==> config.mk <==
export PLATFORM = sky130hd
export DESIGN_NAME = imem_boot_ctrl
export DESIGN_NICKNAME = d
export VERILOG_FILES = /design/src/rtl/imem_boot_ctrl.sv
export SDC_FILE = /design/constraint.sdc
export NUM_CORES = 1
export LEC_CHECK = 0
export BUFFER_PORTS_ARGS = -buffer_cell sky130_fd_sc_hd__buf_2
export CAP_MARGIN = 20
export CORE_ASPECT_RATIO = 1.25
export CORE_MARGIN = 2
export CORE_UTILIZATION = 34
export DETAILED_ROUTE_END_ITERATION = 6
export PLACE_DENSITY_LB_ADDON = 0.05
export SETUP_SLACK_MARGIN = 0.5
export SLEW_MARGIN = 20
export SYNTH_ARGS = -nofsm -noshare
export SYNTH_HDL_FRONTEND = slang
export SYNTH_SLANG_ARGS = --single-unit
export TNS_END_PERCENT = 10
==> constraint.sdc <==
create_clock -name clk -period 2 [get_ports clk]
set_input_delay 0.1 -clock clk [delete_from_list [all_inputs] [get_ports clk]]
set_output_delay 0.1 -clock clk [all_outputs]
set_load 0.03 [all_outputs]
==> src/rtl/imem_boot_ctrl.sv <==
// Boot/load controller: streams loader words into IMEM from word 0 and holds the core
// in reset until the program has landed. Optional checksum word: IMEM_BOOT_CKSUM_EN.
module imem_boot_ctrl #(
    parameter int DEPTH = 32,
    parameter int AW    = $clog2(DEPTH)
) (
    input  logic          clk,
    input  logic          rst_n,
    input  logic          boot_req,
    input  logic          ld_valid,
    input  logic [31:0]   ld_data,
    input  logic          ld_last,
    output logic          ld_ready,
    output logic          mem_we,
    output logic [AW-1:0] mem_waddr,
    output logic [31:0]   mem_wdata,
    output logic          cpu_rst_n,
    output logic          boot_done,
    output logic          boot_err,
    output logic [AW:0]   word_cnt
);

    localparam logic [2:0] S_IDLE  = 3'd0;
    localparam logic [2:0] S_LOAD  = 3'd1;
    localparam logic [2:0] S_FLUSH = 3'd2;
    localparam logic [2:0] S_RUN   = 3'd3;
    localparam logic [2:0] S_ERR   = 3'd4;

    localparam logic [AW:0] FULL = (AW+1)'(DEPTH);

    logic [2:0]    state_q, state_d;
    logic [AW:0]   word_cnt_q, word_cnt_d;
    logic          mem_we_q, mem_we_d;
    logic [AW-1:0] mem_waddr_q, mem_waddr_d;
    logic [31:0]   mem_wdata_q, mem_wdata_d;
    logic          ld_ready_q, cpu_rst_n_q, boot_done_q, boot_err_q;
`ifdef IMEM_BOOT_CKSUM_EN
    logic [31:0]   xor_q, xor_d;
`endif

    always_comb begin
        state_d     = state_q;
        word_cnt_d  = word_cnt_q;
        mem_we_d    = 1'b0;
        mem_waddr_d = mem_waddr_q;
        mem_wdata_d = mem_wdata_q;
`ifdef IMEM_BOOT_CKSUM_EN
        xor_d       = xor_q;
`endif
        case (state_q)
            S_IDLE, S_RUN, S_ERR: begin
                if (boot_req) begin
                    state_d    = S_LOAD;
                    word_cnt_d = '0;
`ifdef IMEM_BOOT_CKSUM_EN
                    xor_d      = '0;
`endif
                end
            end
            S_LOAD: begin
                // A restart wins over any handshake in the same cycle; that word is dropped.
                if (boot_req) begin
                    word_cnt_d = '0;
`ifdef IMEM_BOOT_CKSUM_EN
                    xor_d      = '0;
`endif
                end else if (ld_valid) begin
`ifdef IMEM_BOOT_CKSUM_EN
                    if (ld_last) begin
                        state_d = (ld_data == xor_q) ? S_FLUSH : S_ERR;
                    end else if (word_cnt_q == FULL) begin
                        state_d = S_ERR;
                    end else begin
                        mem_we_d    = 1'b1;
                        mem_waddr_d = word_cnt_q[AW-1:0];
                        mem_wdata_d = ld_data;
                        word_cnt_d  = word_cnt_q + 1'b1;
                        xor_d       = xor_q ^ ld_data;
                    end
`else
                    if (word_cnt_q == FULL) begin
                        state_d = S_ERR;
                    end else begin
                        mem_we_d    = 1'b1;
                        mem_waddr_d = word_cnt_q[AW-1:0];
                        mem_wdata_d = ld_data;
                        word_cnt_d  = word_cnt_q + 1'b1;
                        if (ld_last) begin
                            state_d = S_FLUSH;
                        end
                    end
`endif
                end
            end
            S_FLUSH: state_d = S_RUN;
            default: state_d = S_IDLE;
        endcase
    end

    // Status outputs are decoded from the next state so they line up with it in the register.
    always_ff @(posedge clk or negedge rst_n) begin
        if (!rst_n) begin
            state_q     <= S_IDLE;
            word_cnt_q  <= '0;
            mem_we_q    <= 1'b0;
            mem_waddr_q <= '0;
            mem_wdata_q <= '0;
            ld_ready_q  <= 1'b0;
            cpu_rst_n_q <= 1'b0;
            boot_done_q <= 1'b0;
            boot_err_q  <= 1'b0;
`ifdef IMEM_BOOT_CKSUM_EN
            xor_q       <= '0;
`endif
        end else begin
            state_q     <= state_d;
            word_cnt_q  <= word_cnt_d;
            mem_we_q    <= mem_we_d;
            mem_waddr_q <= mem_waddr_d;
            mem_wdata_q <= mem_wdata_d;
            ld_ready_q  <= (state_d == S_LOAD);
            cpu_rst_n_q <= (state_d == S_RUN);
            boot_done_q <= (state_d == S_RUN);
            boot_err_q  <= (state_d == S_ERR);
`ifdef IMEM_BOOT_CKSUM_EN
            xor_q       <= xor_d;
`endif
        end
    end

    assign ld_ready  = ld_ready_q;
    assign mem_we    = mem_we_q;
    assign mem_waddr = mem_waddr_q;
    assign mem_wdata = mem_wdata_q;
    assign cpu_rst_n = cpu_rst_n_q;
    assign boot_done = boot_done_q;
    assign boot_err  = boot_err_q;
    assign word_cnt  = word_cnt_q;

endmodule
==> flow_summary.ini <==
[placed_design]
place_hpwl_mm = 3.49
place_congestion = 0.793
io_buffer_count = 84

[setup_path]
worst-path-max-fanout = 6
r2r_end = mem_wdata[22]
rr_startpoint = word_cnt[1]
cp-end-kind = register
path_cells = inv_4 > ha_4 > nand4bb_4 > o211ai_4 > buf_6 > buf_12 > mux2_4
critPathKind = register to register
crit_required_ns = 2.18
rrSetupSlack_ns = 0.24
arrival_ns = 1.94
critPathLaunchType = register
r2r_cells = 7
max_stage_delay_ns = 0.44
slowest_stage = dfrtp_2

[die]
start_util_pct = 35.1
die_w_um = 75.6
rows = 32
io_pins = 85
dieArea_sq_mm = 0.00707
die_h_um = 93.5
core_area_sq_mm = 0.00621

[synthesis]
avgSynthCellArea_sq_um = 14.8
synth_fp_nets = 186
netlist_area_sq_mm = 0.00218
synth_top_area_share_pct = 57.4
yosys.area.top_type = dfrtp_1
netlist_top_cells_area = dfrtp_1, mux2_4, buf_6
syn_inst = 147
synth-seq-cells = 50
seq_area_frac_synth_pct = 57.4
ys_types = 31
synth_warnings = 0

[timing]
tightest_slew_ns = 0.518
period_needed_ns = 1.76
clock_skew_ns = 0.00731
rsz0062_at_grt = true
fin_tns_setup_ns = 0
fin_crit_sh_pct = 87.8
setup_viol = 0
clock.fmax_mhz = 570
drv_slew = 0
hold_violations = 0
max-slew-margin-rel_pct = 65.4

[power_and_ir_drop]
p_leak_uw = 0.00158
p_per_area_mw_per_mm2 = 1290
peakVddDrop_uv = 410

[clocking]
clock_path_buffers = 2
cts_tree = built
htree_levels = 2
clock-sinks = 50
clock_latency_ns = 0.30
root_buffer = clkbuf_8
clk_pin_slew_ns = 0.09
cts_buffers = 5

[finish]
final_common_cell = buf_2
nets = 291
final_util_pct = 49.1
area_delta_synth_final_pct = 39.8
most-common-layout-cells = buf_2, dfrtp_1, mux2_4, buf_4, nand2_1
antenna_cells = 0
layout-drive-gt1-share_pct = 61.3

[worst_hold_path]
hold_path_depth = 2
hold_end = mem_wdata[9]
hp-start = ld_data[9]
hp-class = input pin to register

[grt]
first_global_vias = 1615
grt_use_total_pct = 14.7
antenna_found_initial = 0
grt_pass1_wl_mm = 8.01
grt_max_degree = 31
grt-ovfl-total = 0

[drt]
met2_length_mm = 2.58
ant_nets = 0
first_iter_violations = 51
drc_errors = 0
vias = 1575
drtPass1Iterations = 4
via_per_inst = 4.66
routed_wl_mm = 5.07
met1Wirelength_mm = 2.07
top_layer_used = met4
met3_length_um = 319
wl_per_cell_um = 15.0

[run_status]
run_status = finished, final reports clean

[flow_run]
cap_viol_max_count = 0
-- worst max-delay path: cells and delay by family (launching register included) --
| kind | cells | cell delay (ns) |
|---|---|---|
| muxes | 1 | 0.30 |
| adders and majority gates | 1 | 0.14 |
| AOI/OAI and AO/OA | 1 | 0.26 |
| DFF | 1 | 0.44 |
| and+or+nand+nor | 1 | 0.13 |
| buffers and inverters | 3 | 0.37 |
-- stage by stage --
| step | total power [uW] | instances | instance area (sq um) | setup slack, ns | hold slack (ns) |
|---|---|---|---|---|---|
| finish | 3950 | 338 | 3050 | 0.244 | 0.0302 |
| global route | 4180 | 338 | 3050 | 0.181 | 0.0162 |
| CTS | 3970 | 334 | 3000 | 0.251 | 0.0145 |
| detailed placement | 3140 | 317 | 2730 | 0.0905 | 0.107 |
| global placement | 3110 | 317 | 2730 | 0.145 | 0.0923 |
| floorplan | 2650 | 147 | 2180 | 0.158 | -0.196 |
-- cells by family (layout without fill, tap and decap cells) --
family	after synthesis	count (layout)	share of synthesized area (%)
flip-flops	50	50	57.4
multiplexers	36	36	23.6
AND/OR/NAND/NOR	28	28	7.40
AO/OA/AOI/OAI	18	18	6.60
buffers and inverters	13	119	3.84
adder cells (fa/ha/maj)	2	2	1.15
-- where the power goes --
group	total (uW)	internal, uW	switching, uW
clock network	698	373	325
logic	1760	750	1010
registers	1490	1310	174
-- Yosys cell counts (all sizes together) --
cell and count:
o31ai 2, dfrtp 50, o41ai 1, nor4b 1, nand3 4, a31oi 1
nand2b 1, a211oi 1, or4 1, mux2 34, a21boi 2, nand4bb 1
inv 7, or3 1, a2bb2oi 2, nand2 7, o21ai 5, or2 1
nor2 5, nor3 2, mux2i 2, o21bai 1, buf 6, o211ai 3
ha 2, nor2b 4
-- timing repair --
item                                    4_1_cts  5_1_grt
setup buffers                                 6        3
endpoints found under the setup margin       48       49
cloned                                        2        1
hold buffers                                  1        0
resized for setup                            10        2
hold endpoints to repair                     20        0
pin swaps                                     3        1
-- per-layer routing --
layer | up-vias | global-route usage, %
li1 | 721 | -
met1 | 783 | 18.0
met2 | 62 | 25.3
met3 | 9 | 3.34
met4 | 0 | 4.53
met5 | - | 0
-- layout make-up --
type	count	area (sq um)
clock buffers	6	72.6
clock inverters	2	37.5
fillers	566	3160
inverters	7	28.8
multi-input cells	84	882
flip-flops and latches	50	1250
well taps	85	106
repair buffers	104	667
-- sequential cells by signal (all words and copies together), names as in the netlist --
signal,flops
state_q,3
boot_err,1
boot_done,1
word_cnt,6
mem_waddr,5
ld_ready,1
mem_we,1
mem_wdata,32
-- worst max path at each step --
stage                     start             to  slack [ns]  cells past startpoint
finish              word_cnt[1]  mem_wdata[22]        0.24                      7
detailed placement  word_cnt[0]   mem_wdata[6]        0.09                      6
global route        word_cnt[1]  mem_wdata[22]        0.18                      7
floorplan           word_cnt[0]   mem_waddr[2]        0.16                      6
CTS                 word_cnt[1]  mem_wdata[22]        0.25                      7
global placement    word_cnt[0]   mem_wdata[6]        0.14                      6
Power figures use the tool's default switching activity.
